==> src/rtl/mcu_spi_pkg.sv <==
// Shared types and constants for the MCU SPI multiplexer.
package mcu_spi_pkg;

    // Width of a port index; covers up to MAX_PORTS sources.
    localparam int PORT_W    = 2;
    localparam int MAX_PORTS = 4;

    // Arbiter state: ACTIVE passes the selected port through, while BLOCK
    // holds core csn high until the new owner goes idle.
    typedef enum logic {
        ST_ACTIVE = 1'b0,
        ST_BLOCK  = 1'b1
    } state_e;

    // Index of the lowest set bit (0 when none set); lowest index wins arbitration.
    function automatic logic [PORT_W-1:0] lowest_set(input logic [MAX_PORTS-1:0] v);
        logic [PORT_W-1:0] idx;
        idx = '0;
        for (int i = MAX_PORTS - 1; i >= 0; i--) begin
            if (v[i]) idx = PORT_W'(i);
        end
        return idx;
    endfunction

endpackage

==> src/rtl/mcu_spi_mux_sync_bit.sv <==
// Multi-flop synchronizer for one asynchronous bit; resets to 1 (idle csn).
module sync_bit #(
    parameter int STAGES = 2
) (
    input  logic clk_i,
    input  logic rst_i,
    input  logic d_i,
    output logic q_o
);

    logic [STAGES-1:0] sync_q;

    // Shift the raw input through STAGES flops.
    always_ff @(posedge clk_i) begin
        if (rst_i) begin
            sync_q <= '1;
        end else begin
            sync_q <= {sync_q[STAGES-2:0], d_i};
        end
    end

    assign q_o = sync_q[STAGES-1];

endmodule

==> src/rtl/mcu_spi_mux.sv <==
// Arbitrates several MCU SPI masters onto one core SPI slave. A port requests
// ownership with a csn falling edge; the switch only happens once the current
// owner is idle, and the new owner's first transaction is blanked so the core
// never sees a partial frame. Optionally reverts to DEFAULT_PORT after idling.
module mcu_spi_mux
    import mcu_spi_pkg::*;
#(
    parameter int NUM_PORTS      = 2,
    parameter int DEFAULT_PORT   = 0,
    parameter int STICKY         = 1,
    parameter int TIMEOUT_CYCLES = 32000000,
    parameter int SYNC_STAGES    = 2
) (
    input  logic                 clk32,
    input  logic                 por,
    input  logic [NUM_PORTS-1:0] port_sclk,
    input  logic [NUM_PORTS-1:0] port_csn,
    input  logic [NUM_PORTS-1:0] port_mosi,
    output logic [NUM_PORTS-1:0] port_miso,
    output logic [NUM_PORTS-1:0] port_intn,
    output logic                 mcu_sclk,
    output logic                 mcu_csn,
    output logic                 mcu_mosi,
    input  logic                 mcu_miso,
    input  logic                 mcu_intn,
    output logic [PORT_W-1:0]    active_port,
    output logic                 switched,
    output state_e               dbg_state
);

    localparam int                CNT_W    = $clog2(TIMEOUT_CYCLES);
    localparam logic [CNT_W-1:0]  CNT_LAST = CNT_W'(TIMEOUT_CYCLES - 1);
    localparam logic [PORT_W-1:0] DEF_IDX  = PORT_W'(DEFAULT_PORT);

    logic [NUM_PORTS-1:0] csn_sync;
    logic [NUM_PORTS-1:0] csn_prev_q;
    logic [NUM_PORTS-1:0] pending_q;
    logic [NUM_PORTS-1:0] req_d;
    logic [NUM_PORTS-1:0] pending_d;
    logic [MAX_PORTS-1:0] pending_pad;
    logic [CNT_W-1:0]     idle_cnt_q;
    logic [PORT_W-1:0]    active_q;
    logic [PORT_W-1:0]    winner;
    state_e               state_q;
    logic                 switched_q;
    logic                 act_csn_sync;
    logic                 raw_csn;
    logic                 raw_sclk;
    logic                 raw_mosi;
    logic                 accept_req;
    logic                 do_switch;
    logic                 idle_en;
    logic                 do_revert;

    for (genvar i = 0; i < NUM_PORTS; i++) begin : g_sync
        sync_bit #(.STAGES(SYNC_STAGES)) u_sync (
            .clk_i (clk32),
            .rst_i (por),
            .d_i   (port_csn[i]),
            .q_o   (csn_sync[i])
        );
    end

    // Previous-cycle copy of the synchronized csn for falling-edge detection.
    always_ff @(posedge clk32) begin
        if (por) begin
            csn_prev_q <= '1;
        end else begin
            csn_prev_q <= csn_sync;
        end
    end

    // Select the active port's signals and decide request/switch/revert.
    always_comb begin
        act_csn_sync = 1'b1;
        raw_csn      = 1'b1;
        raw_sclk     = 1'b0;
        raw_mosi     = 1'b0;
        for (int i = 0; i < NUM_PORTS; i++) begin
            if (active_q == PORT_W'(i)) begin
                act_csn_sync = csn_sync[i];
                raw_csn      = port_csn[i];
                raw_sclk     = port_sclk[i];
                raw_mosi     = port_mosi[i];
            end
        end
        // A sticky mux stops listening once it has left the default port.
        accept_req = (STICKY == 0) || (active_q == DEF_IDX);
        req_d      = '0;
        for (int i = 0; i < NUM_PORTS; i++) begin
            if (accept_req && csn_prev_q[i] && !csn_sync[i] && (active_q != PORT_W'(i))) begin
                req_d[i] = 1'b1;
            end
        end
        pending_d   = pending_q | req_d;
        pending_pad = MAX_PORTS'(pending_q);
        winner      = lowest_set(pending_pad);
        do_switch   = (state_q == ST_ACTIVE) && (|pending_q) && act_csn_sync;
        idle_en     = (STICKY == 0) && (state_q == ST_ACTIVE) && (active_q != DEF_IDX) && act_csn_sync;
        do_revert   = idle_en && (idle_cnt_q == CNT_LAST) && !do_switch;
    end

    // Arbiter FSM with registered selection, pulse, pending set and idle counter.
    always_ff @(posedge clk32) begin
        if (por) begin
            state_q    <= ST_ACTIVE;
            active_q   <= DEF_IDX;
            switched_q <= 1'b0;
            pending_q  <= '0;
            idle_cnt_q <= '0;
        end else begin
            switched_q <= 1'b0;
            pending_q  <= pending_d;
            case (state_q)
                ST_ACTIVE: begin
                    if (do_switch) begin
                        state_q    <= ST_BLOCK;
                        active_q   <= winner;
                        switched_q <= 1'b1;
                        pending_q  <= '0;
                    end else if (do_revert) begin
                        active_q   <= DEF_IDX;
                        switched_q <= 1'b1;
                    end
                end
                ST_BLOCK: begin
                    if (act_csn_sync) state_q <= ST_ACTIVE;
                end
                default: state_q <= ST_ACTIVE;
            endcase
            if (idle_en && !do_switch && !do_revert) begin
                idle_cnt_q <= idle_cnt_q + 1'b1;
            end else begin
                idle_cnt_q <= '0;
            end
        end
    end

    assign mcu_sclk    = raw_sclk;
    assign mcu_mosi    = raw_mosi;
    assign mcu_csn     = (state_q == ST_BLOCK) ? 1'b1 : raw_csn;
    assign port_miso   = {NUM_PORTS{mcu_miso}};
    assign port_intn   = {NUM_PORTS{mcu_intn}};
    assign active_port = active_q;
    assign switched    = switched_q;
    assign dbg_state   = state_q;

endmodule

==> config.mk <==
export PLATFORM = sky130hd
export DESIGN_NAME = mcu_spi_mux
export DESIGN_NICKNAME = d
export VERILOG_FILES = /design/src/rtl/mcu_spi_pkg.sv /design/src/rtl/mcu_spi_mux_sync_bit.sv /design/src/rtl/mcu_spi_mux.sv
export SDC_FILE = /design/constraint.sdc
export NUM_CORES = 1
export LEC_CHECK = 0
export BUFFER_PORTS_ARGS = -buffer_cell sky130_fd_sc_hd__buf_4
export CAP_MARGIN = 10
export CORE_AREA = 8 8 45 47
export CTS_CLUSTER_DIAMETER = 80
export DETAILED_ROUTE_END_ITERATION = 8
export DIE_AREA = 0 0 53 55
export REMOVE_ABC_BUFFERS = 1
export SYNTH_ARGS = -nofsm -noshare
export SYNTH_HDL_FRONTEND = slang
export SYNTH_SLANG_ARGS = --single-unit
==> constraint.sdc <==
create_clock -name clk32 -period 1.7 [get_ports clk32]
set_input_delay 0.34 -clock clk32 [delete_from_list [all_inputs] [get_ports clk32]]
set_output_delay 0.34 -clock clk32 [all_outputs]
set_load 0.02 [all_outputs]
# Yosys cells after proc, flatten, opt, wreduce, memory -nomap -nowiden

Index checks and enable logic that the tools add are counted.

Equality and inequality tests: 2
Multiplexer cells: 18
Reductions and logical operators: 15
Bitwise gates (word level): 2

Operator list:

| kind                                                   | number |
|---|---|
| 2-to-1 mux 1 bit                                       | 14 |
| logical AND 1 bit                                      | 8 |
| 2-to-1 mux 2 bit                                       | 3 |
| OR reduction 2 bit                                     | 2 |
| == test 2 x 1 -> 1 bit (second input constant)         | 1 |
| zero test 1 bit                                        | 2 |
| zero test 2 bit                                        | 1 |
| inequality test 2 x 1 -> 1 bit (second input constant) | 1 |
| bitwise OR 2 bit                                       | 1 |
| one-hot mux 1 bit (2 select lines)                     | 1 |
| AND reduction 2 bit                                    | 1 |
| nonzero test 2 bit                                     | 1 |
| NOT 1 bit                                              | 1 |

Output and inout bits: 11
Word-level logic and storage cells: 44
Input port bits: 10
Register bits after elaboration: 12

# Depth between registers and ports, before layout

Word-level depth: 8
Depth in mapped cells: 4

# Modules after synthesis

From an unflattened synthesis, not the netlist that was laid out.

Cells, all modules: 40
Area total of the unflattened synthesis: 411.6 sq um

Modules (own cells, without submodules):

| module      | area each (sq um) | times used | sequential area each (sq um) | cells each |
|---|---|---|---|---|
| mcu_spi_mux | 306.5             | 1          | 120.1                        | 32 |
| sync_bit    | 52.6              | 2          | 40.0                         | 4 |

# Worst setup path before layout

Ideal clock, no wire load.

Path kind: reg-to-output
From: register active_q[0] (netlist: active_port[0])
To: output port mcu_mosi
Required time: 1.360 ns
Stages on the path, launching flop included: 3
Data arrival time: 0.984 ns
Slack: 0.376 ns
Path buffers: 1
Cell sequence: dfxtp_1 > buf_6 > mux2_2

Cells in the longest elaborated chain, start to end: 3
Elaborated cells on any way between the ends: 4

RTL lines:

| item                   | line               | source |
|---|---|---|
| from (decl)            | mcu_spi_mux.sv:42  | `logic [PORT_W-1:0] active_q;` |
| from (signal assigned) | mcu_spi_mux.sv:118 | `active_q <= winner;` |
| zero test 2 bit        | mcu_spi_mux.sv:80  | `if (active_q == PORT_W'(i)) begin` |
| 2-to-1 mux 1 bit       | mcu_spi_mux.sv:80  |  |
| 2-to-1 mux 1 bit (*)   | mcu_spi_mux.sv:80  |  |
| to (decl)              | mcu_spi_mux.sv:23  | `output logic mcu_mosi,` |

Mark *: on every way between the ends. The rest lies on a longest branch, timed or not.

# Worst setup path in the final report

From: register active_q[0] (netlist: active_port[0])
To: output port mcu_sclk

Cells in the longest elaborated chain, start to end: 3
Elaborated cells on any way between the ends: 4

RTL lines:

| item                 | line              | source |
|---|---|---|
| zero test 2 bit      | mcu_spi_mux.sv:80 |  |
| 2-to-1 mux 1 bit     | mcu_spi_mux.sv:80 |  |
| 2-to-1 mux 1 bit (*) | mcu_spi_mux.sv:80 |  |
| to (decl)            | mcu_spi_mux.sv:21 | `output logic mcu_sclk,` |

Marks and branches as above.

==> metrics <==
largest net degree at the start of global routing=11; post-synthesis simple-gate area fraction=19.48%; worst path required time=1360 ps; RSZ-0062 raised after global routing=no; ANT nets after route=0; number of synthesized flops with an enable pin=0; clk_lat worst skew=260 ps; Final Max Tran Viols=0; count leader, synth=dfxtp_1; first-pass GRT wire length=about 1300 um; reg2reg path depth=3; GRT Util Overall=under 10%; gp weighted congestion=about 0.72; DR WL/cell=approximately 11 um; vias per inst=4.567; share of cells above drive strength 1=between 50% and 60%; core area=~0.0014 mm2; Post-CTS Repair Setup Buffers=0; starting density of the core=31.10%; Die X=approximately 53 um; Cells after Synth=41; CTS tree=built; dpl hpwl=591.2 um; Area Growth Syn to Fin=23.84%; grt ovf=0; Worst EP arrival=1200 ps; Die Height=between 50 and 60 um; Synthesis Warnings=0; Antenna diodes=0; Top FF cell, synth=dfxtp_1; iteration count of the initial detailed-routing pass=2; hold_ws=~280 ps; count of cell types in the netlist=18; worst-path cell chain=mux2_2, buf_4; final WL=757 um; Max Cap Violations=0; min Tclk post-route=between 1500 and 2000 ps; Top-Level Pins=21; DIE AREA=between 0.002 and 0.003 mm2; sequential share of the synthesized area=approximately 47%; # port buffers=13; clock slew at reported path FFs=around 70 ps; clock skew=1.015 ps; Post-Route Setup TNS=0 ps; largest family of logic cells by synthesized area=simple AND/OR/NAND/NOR gates; Final nets=62; area share of the largest cell type after synthesis=46.51%; status=complete, no violations; number of fillers in the final layout=around 140; syn_area_per_cell=between 10 and 15 um2; Min-Delay Path Depth=2; Hold WC Path Type=in2reg; Synth Area in Compound Gates=6.395%; DRC=0; vias in the first global route=around 310; startpoint types=register; fmax=approximately 650 MHz; Leakage=approximately 0.22 nW; Synth top cells by count=dfxtp_1, buf_4, or2_2; final number of setup-violating endpoints=0; Root Driver=clkbuf_4; Tcrit/Tclk final=90.79%; antenna violations before repair=0; xor-xnor portion of the synthesized cell area=0%; slowest stage delay, CP=430 ps; clk buf depth=2; top post-synthesis cells by area=dfxtp_1, buf_4, or2_2; final hold violations=0; Worst setup EP type=output pin; Cell Pwr Density=a little over 1000 mW/mm2; Post-CTS Hold Buffers=0; Reg2Reg Setup Slack=590 ps; Synth Area in Adders=0%; Crit-path slowest cell=dfxtp_2; number of buffers created by CTS=3; worst setup path category=reg2out; Num Clock Sinks=10; Rows=14; routed vias=306; asr flop ratio synth=0%; Max H-tree Level=1; maximum vdd drop=between 0.0003 and 0.0004 V; CP max FO=7; Synth area leader=dfxtp_1; Synth Register Bits=10; drt initial violations=5; post-synthesis mux area share=12.79%; Cell Area, Synth=430.4 um2
-- worst max-delay path, delay by kind of cell (launching register included) --
| family | cells | cell delay, ps |
|---|---|---|
| buf+inv | 1 | 160 |
| flops | 1 | 430 |
| mux | 1 | 360 |
-- metal layers --
layer  track usage, %  up-vias  part of all wire (%)
met2            8.398       15                    41
met4            7.759        0                   4.1
met1            6.728      138                    46
li1                 -      149                     -
met5                0        -                     0
met3            1.872        4                   8.6
-- path summary, 6_finish.rpt --
check / endpoint / from
setup / recovery: mcu_sclk / active_port[0]
hold / removal: g_sync[1].u_sync.sync_q[0] / port_csn[1]
setup reg to reg: active_port[0] / active_port[0]
hold reg to reg: g_sync[0].u_sync.sync_q[1] / g_sync[0].u_sync.sync_q[0]
-- layout by cell type (no fill, tap or decap), types with 2 or more instances in the layout --
cell      Yosys  layout
dfxtp_1      10       9
clkbuf_4      0       3
nor3_1        2       2
buf_4         5      13
nor3b_1       2       2
or2_2         5       5
mux2_2        2       2
nor2_1        3       3
inv_1         2       2
-- area by class of cell --
class / instances / area [um2] / area share (%)
clock buffers: 4 / 36.28 / 6.808
inverters: 2 / 7.507 / 1.408
multi-input cells: 22 / 170.2 / 31.92
flip-flops and latches: 10 / 201.4 / 37.79
well taps: 16 / 20.02 / 3.756
repair buffers: 13 / 97.59 / 18.31
-- logic make-up (layout without fill, tap and decap cells) --
logic type | count (synthesis) | after routing
DFF | 10 | 10
other | 1 | 1
and+or+nand+nor | 14 | 14
AOI/OAI and AO/OA | 3 | 3
buffers and inverters | 9 | 19
muxes | 4 | 4
-- power by group --
group	internal, mW	leakage (nW)	switching, mW
Clock	0.130	0.0210	0.0821
Combinational	0.0379	0.115	0.0335
Sequential	0.244	0.0824	0.00877
-- sequential cells by signal (all words and copies together) (netlist names) --
name,count
switched,1
g_sync.u_sync.sync_q,4
pending_q,2
dbg_state,1
active_port,1
csn_prev_q,1
-- through the flow --
step | utilization (%) | setup WS (ps) | cell area, um2 | total power [mW] | instances
detailed placement | 35.80 | 312.4 | 495.5 | 0.3303 | 63
global placement | 35.80 | 335.9 | 495.5 | 0.3293 | 63
global route | 38.52 | 95.37 | 533.0 | 0.5641 | 67
floorplan | - | 336.5 | 377.9 | 0.2957 | 34
CTS | 38.43 | 24.50 | 531.8 | 0.5407 | 67
finish | 38.52 | 156.7 | 533.0 | 0.5362 | 67
-- what timing repair did --
action / CTS / global route
endpoints found under the setup margin: 0 / 2
gates resized for setup: 0 / 1
endpoints found under the hold margin: 0 / 0
(Power assumes the default switching activity.)
